==> config.mk <==
export PLATFORM = sky130hd
export DESIGN_NAME = dmem_arbiter
export DESIGN_NICKNAME = d
export VERILOG_FILES = /design/src/rtl/dmem_arbiter_pkg.sv /design/src/rtl/dmem_starve_counter.sv /design/src/rtl/dmem_arbiter.sv
export SDC_FILE = /design/constraint.sdc
export NUM_CORES = 1
export LEC_CHECK = 0
export BUFFER_PORTS_ARGS = -buffer_cell sky130_fd_sc_hd__buf_4
export CORE_AREA = 2 2 117 119
export CTS_CLUSTER_DIAMETER = 50
export DETAILED_ROUTE_END_ITERATION = 7
export DIE_AREA = 0 0 119 121
export HOLD_SLACK_MARGIN = 0.03
export PLACE_DENSITY_LB_ADDON = 0.08
export SLEW_MARGIN = 20
export SYNTH_ARGS = -nofsm -noshare
export SYNTH_HDL_FRONTEND = slang
export SYNTH_SLANG_ARGS = --single-unit
==> constraint.sdc <==
create_clock -name clk -period 2.3 [get_ports clk]
set_input_delay 0.23 -clock clk [delete_from_list [all_inputs] [get_ports clk]]
set_output_delay 0.23 -clock clk [all_outputs]
set_load 0.01 [all_outputs]
==> src/rtl/dmem_arbiter_pkg.sv <==
// Shared definitions for the data-memory arbiter.
package dmem_arbiter_pkg;

  typedef enum logic [1:0] {
    OWN_NONE = 2'd0,
    OWN_CPU  = 2'd1,
    OWN_DMA  = 2'd2
  } owner_e;

  localparam int unsigned STARVE_LIMIT_DEFAULT = 8;

endpackage

==> src/rtl/dmem_starve_counter.sv <==
// Saturating DMA wait counter; clear has priority over increment.
module dmem_starve_counter
  import dmem_arbiter_pkg::*;
#(
  parameter int unsigned limit = STARVE_LIMIT_DEFAULT
) (
  input  logic       clk,
  input  logic       reset,
  input  logic       inc,
  input  logic       clr,
  output logic [7:0] cnt
);

  localparam logic [7:0] LIMIT8 = 8'(limit);

  logic [7:0] r_cnt;

  always_ff @(posedge clk or negedge reset) begin
    if (!reset) begin
      r_cnt <= '0;
    end else if (clr) begin
      r_cnt <= '0;
    end else if (inc && (r_cnt != LIMIT8)) begin
      r_cnt <= r_cnt + 8'd1;
    end
  end

  assign cnt = r_cnt;

endmodule

==> src/rtl/dmem_arbiter.sv <==
// Two-requester data-memory arbiter: CPU priority with DMA starvation guard,
// one-cycle read return routed to the requester that issued the read.
module dmem_arbiter
  import dmem_arbiter_pkg::*;
#(
  parameter int unsigned STARVE_LIMIT = STARVE_LIMIT_DEFAULT
) (
  input  logic        clk,
  input  logic        reset,
  input  logic        cpu_req,
  input  logic        cpu_we,
  input  logic [31:0] cpu_addr,
  input  logic [31:0] cpu_wdata,
  output logic        cpu_stall,
  output logic        cpu_rvalid,
  output logic [31:0] cpu_rdata,
  input  logic        dma_req,
  input  logic        dma_we,
  input  logic [31:0] dma_addr,
  input  logic [31:0] dma_wdata,
  output logic        dma_gnt,
  output logic        dma_rvalid,
  output logic [31:0] dma_rdata,
  output logic        mem_en,
  output logic        mem_we,
  output logic [31:0] mem_addr,
  output logic [31:0] mem_wdata,
  input  logic [31:0] mem_rdata,
  output logic [1:0]  owner
);

  localparam logic [7:0] LIMIT8 = 8'(STARVE_LIMIT);

  owner_e     w_owner;
  owner_e     r_rd_owner;
  logic [7:0] w_starve_cnt;
  logic       w_dma_win;

  always_comb begin
    w_owner = OWN_NONE;
    if (dma_req && (w_starve_cnt == LIMIT8)) begin
      w_owner = OWN_DMA;
    end else if (cpu_req) begin
      w_owner = OWN_CPU;
    end else if (dma_req) begin
      w_owner = OWN_DMA;
    end
  end

  always_comb begin
    mem_en    = 1'b0;
    mem_we    = 1'b0;
    mem_addr  = '0;
    mem_wdata = '0;
    case (w_owner)
      OWN_CPU: begin
        mem_en    = 1'b1;
        mem_we    = cpu_we;
        mem_addr  = cpu_addr;
        mem_wdata = cpu_wdata;
      end
      OWN_DMA: begin
        mem_en    = 1'b1;
        mem_we    = dma_we;
        mem_addr  = dma_addr;
        mem_wdata = dma_wdata;
      end
      default: ;
    endcase
  end

  assign w_dma_win = (w_owner == OWN_DMA);
  assign owner     = w_owner;
  // Grant and stall are the only combinational outputs silenced in reset.
  assign dma_gnt   = reset && w_dma_win;
  assign cpu_stall = reset && cpu_req && (w_owner != OWN_CPU);

  dmem_starve_counter #(
    .limit(STARVE_LIMIT)
  ) u_starve (
    .clk  (clk),
    .reset(reset),
    .inc  (dma_req && !w_dma_win),
    .clr  (!dma_req || w_dma_win),
    .cnt  (w_starve_cnt)
  );

  always_ff @(posedge clk or negedge reset) begin
    if (!reset) begin
      r_rd_owner <= OWN_NONE;
    end else if (mem_en && !mem_we) begin
      r_rd_owner <= w_owner;
    end else begin
      r_rd_owner <= OWN_NONE;
    end
  end

  assign cpu_rvalid = (r_rd_owner == OWN_CPU);
  assign dma_rvalid = (r_rd_owner == OWN_DMA);
  assign cpu_rdata  = cpu_rvalid ? mem_rdata : '0;
  assign dma_rdata  = dma_rvalid ? mem_rdata : '0;

endmodule

==> results.sh, run 1 <==
export IMPL_rows=42
export IMPL_max_vdd_ir_drop_mv=0.2138
export IMPL_required_ps=2070
export IMPL_cts_made_buffers=3
export IMPL_start_kind="register"
export IMPL_fin_nets=775
export IMPL_path_class="register to output pin"
export IMPL_placed_area_sq_mm=0.004437
export IMPL_fp_dieW_microns=119
export IMPL_clk_pin_slew_worst_paths_ps=40
export IMPL_p_sw_share_pct=33.06
export IMPL_grt_pass1_wl_mm=16.92
export IMPL_crit_path_end_kind="output pin"
export IMPL_wire_per_inst_microns=15.32
export IMPL_diodes=0
export IMPL_power_switching_mw=0.4556
export IMPL_slew_headroom_pct=78.58
export IMPL_finalWirelength_mm=11.94
export IMPL_p_seq_share_pct=13.6
export IMPL_skew_ps=2.461
export IMPL_drc=0
export IMPL_fin_cells=779
export IMPL_fill_cells=1379
export IMPL_synth_area_leaders="a22oi_1, and2_1, nor2_1, dfrtp_1, clkbuf_1"
export IMPL_drt_pass1_iter_count=6
export IMPL_root_buffer="clkbuf_16"
export IMPL_crit_fanout=27
export IMPL_worst_pin_slew_ps=318.8
export IMPL_pwr_share_comb_pct=64.2
export IMPL_core_sq_mm=0.01309
export IMPL_drtAntennaViolNets=0
export IMPL_drive_gt1_share_pct=60.36
export IMPL_yosys_top_cells_count="nor2_1, a22oi_1, and2_1"
export IMPL_fin_area_sq_mm=0.004908
export IMPL_synthCells=289
export IMPL_rsz0062_at_grt="true"
export IMPL_vias_per_cell=4.298
export IMPL_p_leak_nw=2.537
export IMPL_ioPinCount=302
export IMPL_clock_sinks=10
export IMPL_synth_warnings=0
export IMPL_die_h_microns=121
export IMPL_synth_seq_cells=10
export IMPL_avgSynthCellArea_sq_um=6.386
export IMPL_synth_fp_nets=459
export IMPL_synthesis_area_sq_mm=0.001846
export IMPL_grt_pass1_vias=3253
export IMPL_seq_area_sq_um=250.2
export IMPL_min_period_ps=2416
export IMPL_synth_top_area_share_pct=26.44
export IMPL_synth_top_cell_by_area="a22oi_1"
export IMPL_synth_cell_types=29
export IMPL_synth_edf_count=0
export IMPL_clk_path_buf_depth=2
export IMPL_hpwl_mm=9.361
export IMPL_slew_viol_final=0
export IMPL_die_area_sq_mm=0.01440
export IMPL_min_path_type="primary input to register"
export IMPL_drv_cap=0
export IMPL_num_vias=3348
export IMPL_cts_tree="yes"
export IMPL_postSynth_asyncResetShare_pct=100.0
export IMPL_area_growth_pct=166.0
export IMPL_power_density_mw_per_mm2=280.8
export IMPL_grt_use_total_pct=14.67
export IMPL_grt_max_degree=36
export IMPL_layout_worst_path_cycle_share_pct=105.0
export IMPL_placedCellCount=758
export IMPL_p_int_mw=0.9226
export IMPL_synth_most_common_cell="nor2_1"
export IMPL_cts_htree_levels=1
export IMPL_max_freq_mhz=413.9
export IMPL_antenna_found_initial=0
export IMPL_worst_slack_ps=-115.9
export IMPL_clk_latency_ps=240
export IMPL_clkPwrFrac_pct=22.2
export IMPL_first_iter_violations=73
export IMPL_start_util_pct=14.10
export IMPL_ys_seq_area_share_pct=13.56
export IMPL_regToRegSetupSlack_ps=110
export IMPL_grt_overflow_total=0
export IMPL_failed_checks="setup timing"
export IMPL_finalHoldViolCount=0
export IMPL_finalWeightedCongestion=0.7929
export IMPL_setup_viol=66
export IMPL_finalSetupTns_ps=-4718
export IMPL_crit_arrival_ps=2190
export IMPL_multi_input_area_sq_mm=0.001614
export IMPL_status="finished with violations"
export IMPL_io_buffers=301
export IMPL_synth_flop_cell="dfrtp_1"
## power groups by stage
stage / clock, mW / sequential (mW) / combinational, mW
2_1_floorplan: 0 / 0.190 / 0.284
3_3_place_gp: 0 / 0.189 / 0.786
3_5_place_dp: 0 / 0.189 / 0.788
4_1_cts: 0.314 / 0.187 / 0.840
5_1_grt: 0.326 / 0.188 / 0.955
6_report: 0.305 / 0.187 / 0.885
## placed cells by master (no fill, tap or decap), drive strengths merged
cell type	instances
clkbuf	5
a21o	1
buf	336
a221oi	1
nor3	3
a22oi	65
dfrtp	10
nand2b	2
dlygate4sd3	1
nand4	1
nor3b	1
and4bb	1
o22ai	1
xor2	2
nand3b	1
nor2	68
o21ai	4
nand3	4
or3	3
and2	65
nand4bb	1
o211ai	1
ha	4
a21boi	1
a21oi	7
nor2b	3
or4	1
inv	4
nand2	6
## layer usage
layer,routed length (microns),GRT usage [%],up-vias
met5,0,0,-
met1,3877,14.07,1515
met4,136,3.423,0
met2,6837,30.46,184
li1,-,-,1642
met3,1084,3.994,7
## worst max-delay path: stages, from the launching register on
cell	delay [ps]
dfrtp_1	380
inv_2	80
ha_4	150
and4bb_2	270
nand2_2	80
a21boi_4	200
ha_4	200
buf_12	180
a22oi_1	100
nor2_1	140
buf_4	140
## registers in the layout (all words and copies together), names as in the netlist
register,cells
u_starve.cnt,8
r_rd_owner,2
## what timing repair did
| action | 4_1_cts | 5_1_grt |
|---|---|---|
| endpoints found under the hold margin | 10 | 0 |
| hold buffers | 1 | 0 |
| endpoints found under the setup margin | 68 | 71 |
| gates resized for setup | 25 | 16 |
| pin swaps | 6 | 7 |
| gates cloned | 2 | 4 |
| buffers inserted | 6 | 5 |
## path summary, 6_finish.rpt
path / endpoint / from / depth (start not counted)
min: r_rd_owner[1]$_DFF_PN0_ / cpu_req / 2
max in group asynchronous: u_starve.cnt[5]$_DFFE_PN0P_ / reset / 2
max: mem_wdata[1] / u_starve.cnt[0]$_DFFE_PN0P_ / 10
min reg2reg: u_starve.cnt[7]$_DFFE_PN0P_ / u_starve.cnt[7]$_DFFE_PN0P_ / 2
min in group asynchronous: u_starve.cnt[2]$_DFFE_PN0P_ / reset / 2
max reg2reg: r_rd_owner[0]$_DFF_PN0_ / u_starve.cnt[0]$_DFFE_PN0P_ / 11
## through the flow
step | setup slack [ps] | util (%) | power, mW | hold slack (ps)
floorplan | 37.71 | - | 0.4741 | -65.59
global placement | 80.95 | 33.91 | 0.9747 | 81.59
global route | -217.2 | 37.51 | 1.469 | 217.2
finish | -115.9 | 37.51 | 1.378 | 208.4
detailed placement | 50.37 | 33.91 | 0.9770 | 85.01
CTS | -91.11 | 36.18 | 1.341 | 204.6
## final cells by class
cell class | instances | area share, %
inverter | 4 | 0.3059
tap | 176 | 4.486
clock buffer | 3 | 1.529
sequential | 10 | 5.098
multi-input combinational | 247 | 32.88
timing repair buffer | 339 | 55.70
## kinds of logic after synthesis
family	count (synthesis)	share of synthesized area (%)
AOI/OAI and AO/OA	81	31.46
adders and majority gates	4	2.712
xor gates and xnor gates	2	0.9493
buffers and inverters	32	6.780
DFF	10	13.56
and+or+nand+nor	160	44.54
No activity file was read; power rests on OpenSTA's default activity.
==> run 2: changes to the inputs <==
Settings changed: CAP_MARGIN set to 20, RECOVER_POWER set to 25.
==> run 2 against run 1 <==
The flow still finishes with violations (setup timing). Critical path depth did not move. Worst setup slack hardly changed. Sequential power about the same. Power down 0.61%. Global-route usage unchanged. Fmax is essentially flat. Design area is 0.87% lower. Wire length hardly changed. Critical path type unchanged. Highest routed layer unchanged.
==> results.sh, run 2 (synthesized netlist as in run 1, its figures left out) <==
export IMPL_diodes=0
export IMPL_min_path_type="primary input to register"
export IMPL_fin_cells=779
export IMPL_grt_pass1_wl_mm=16.92
export IMPL_layout_cells_most_common="buf_4"
export IMPL_clock_sinks=10
export IMPL_first_iter_violations=87
export IMPL_drv_cap=0
export IMPL_finalWirelength_mm=11.95
export IMPL_finalSetupTns_ps=-4704
export IMPL_status="finished with violations"
export IMPL_required_ps=2070
export IMPL_fill_cells=1394
export IMPL_area_growth_pct=163.7
export IMPL_clk_latency_ps=240
export IMPL_worst_pin_slew_ps=681.5
export IMPL_fin_nets=775
export IMPL_max_vdd_ir_drop_mv=0.2173
export IMPL_start_kind="register"
export IMPL_clkPwrFrac_pct=22.3
export IMPL_antenna_found_initial=0
export IMPL_grt_max_degree=36
export IMPL_p_int_mw=0.9141
export IMPL_crit_arrival_ps=2190
export IMPL_crit_fanout=27
export IMPL_slew_viol_final=0
export IMPL_crit_path_end_kind="output pin"
export IMPL_hpwl_mm=9.361
export IMPL_failed_checks="setup timing"
export IMPL_multi_input_area_sq_mm=0.001614
export IMPL_vias_per_cell=4.300
export IMPL_p_leak_nw=2.494
export IMPL_core_sq_mm=0.01309
export IMPL_drc=0
export IMPL_die_h_microns=121
export IMPL_rsz0062_at_grt="true"
export IMPL_pwr_share_comb_pct=64.0
export IMPL_clk_path_buf_depth=2
export IMPL_drtAntennaViolNets=0
export IMPL_die_area_sq_mm=0.01440
export IMPL_grt_overflow_total=0
export IMPL_placedCellCount=758
export IMPL_skew_ps=2.495
export IMPL_clk_pin_slew_worst_paths_ps=40
export IMPL_num_vias=3350
export IMPL_finalHoldViolCount=0
export IMPL_p_sw_share_pct=33.27
export IMPL_layout_worst_path_cycle_share_pct=105.0
export IMPL_root_buffer="clkbuf_16"
export IMPL_cts_made_buffers=3
export IMPL_path_class="register to output pin"
export IMPL_p_seq_share_pct=13.7
export IMPL_drive_gt1_share_pct=58.71
export IMPL_regToRegSetupSlack_ps=110
export IMPL_ioPinCount=302
export IMPL_fp_dieW_microns=119
export IMPL_final_cell_mix="buf_4, nor2_1, and2_1"
export IMPL_start_util_pct=14.10
export IMPL_grt_use_total_pct=14.67
export IMPL_finalWeightedCongestion=0.7929
export IMPL_seq_area_sq_um=250.2
export IMPL_largest_register_ffs=8
export IMPL_rows=42
export IMPL_setup_viol=66
export IMPL_max_freq_mhz=414.0
export IMPL_power_density_mw_per_mm2=281.5
export IMPL_drt_pass1_iter_count=6
export IMPL_min_period_ps=2416
export IMPL_power_switching_mw=0.4557
export IMPL_worst_slack_ps=-115.7
export IMPL_slew_headroom_pct=54.57
export IMPL_wire_per_inst_microns=15.33
export IMPL_cts_htree_levels=1
export IMPL_io_buffers=301
export IMPL_cts_tree="yes"
export IMPL_grt_pass1_vias=3253
-- run 2: changes by cell type in the layout (fill, tap and decap cells not counted), sizes merged --
cell    delta
clkbuf    +12
buf       -12
-- run 2: path summary, 6_finish.rpt --
kind / from / end / cells after the start
setup / recovery: u_starve.cnt[0]$_DFFE_PN0P_ / mem_wdata[1] / 10
hold / removal: cpu_req / r_rd_owner[1]$_DFF_PN0_ / 2
setup reg to reg: u_starve.cnt[0]$_DFFE_PN0P_ / r_rd_owner[0]$_DFF_PN0_ / 11
hold reg to reg: u_starve.cnt[7]$_DFFE_PN0P_ / u_starve.cnt[7]$_DFFE_PN0P_ / 2
max in group asynchronous: reset / u_starve.cnt[5]$_DFFE_PN0P_ / 2
min in group asynchronous: reset / u_starve.cnt[2]$_DFFE_PN0P_ / 2
-- run 2: through the flow --
| stage | power [mW] | util, % | worst slack (ps) | hold slack [ps] | cell area (sq um) |
|---|---|---|---|---|---|
| global placement | 0.9747 | 33.91 | 80.95 | 81.59 | 4437 |
| detailed placement | 0.9770 | 33.91 | 50.37 | 85.01 | 4437 |
| floorplan | 0.4741 | - | 37.71 | -65.59 | 1858 |
| finish | 1.370 | 37.19 | -115.7 | 208.4 | 4866 |
| CTS | 1.341 | 36.18 | -91.11 | 204.6 | 4735 |
| global route | 1.461 | 37.19 | -217.2 | 217.2 | 4866 |
-- run 2: worst max-delay path: stages (launching register included) --
cell and delay, ps:
dfrtp_1 380, inv_2 80, ha_4 150, and4bb_2 270, nand2_2 80, a21boi_4 200, ha_4 200, buf_12 180
a22oi_1 100, nor2_1 140, buf_4 140
-- run 2: layout make-up --
class	count	share of cell area, %
multi-input combinational	247	33.17
tap	176	4.526
inverter	4	0.3086
timing repair buffer	339	55.31
sequential	10	5.143
clock buffer	3	1.543
-- run 2: routing by layer --
layer  wire length, microns  vias up  GRT usage (%)
met5                      0        -              0
met2                   6818      180          30.46
met3                   1076        9          3.994
met4                    149        0          3.423
li1                       -     1642              -
met1                   3901     1519          14.07
-- run 2: power groups by stage --
| stage | Clock (mW) | Sequential (mW) | Combinational [mW] |
|---|---|---|---|
| finish | 0.306 | 0.187 | 0.877 |
| CTS | 0.314 | 0.187 | 0.840 |
| detailed placement | 0 | 0.189 | 0.788 |
| global placement | 0 | 0.189 | 0.786 |
| floorplan | 0 | 0.190 | 0.284 |
| global route | 0.326 | 0.188 | 0.947 |
-- run 2: repair_timing --
action / CTS / global route
pin swaps: 6 / 7
hold endpoints to repair: 10 / 0
setup buffers: 6 / 5
hold buffers: 1 / 0
gates cloned: 2 / 4
resized for setup: 25 / 16
setup endpoints to repair: 68 / 71
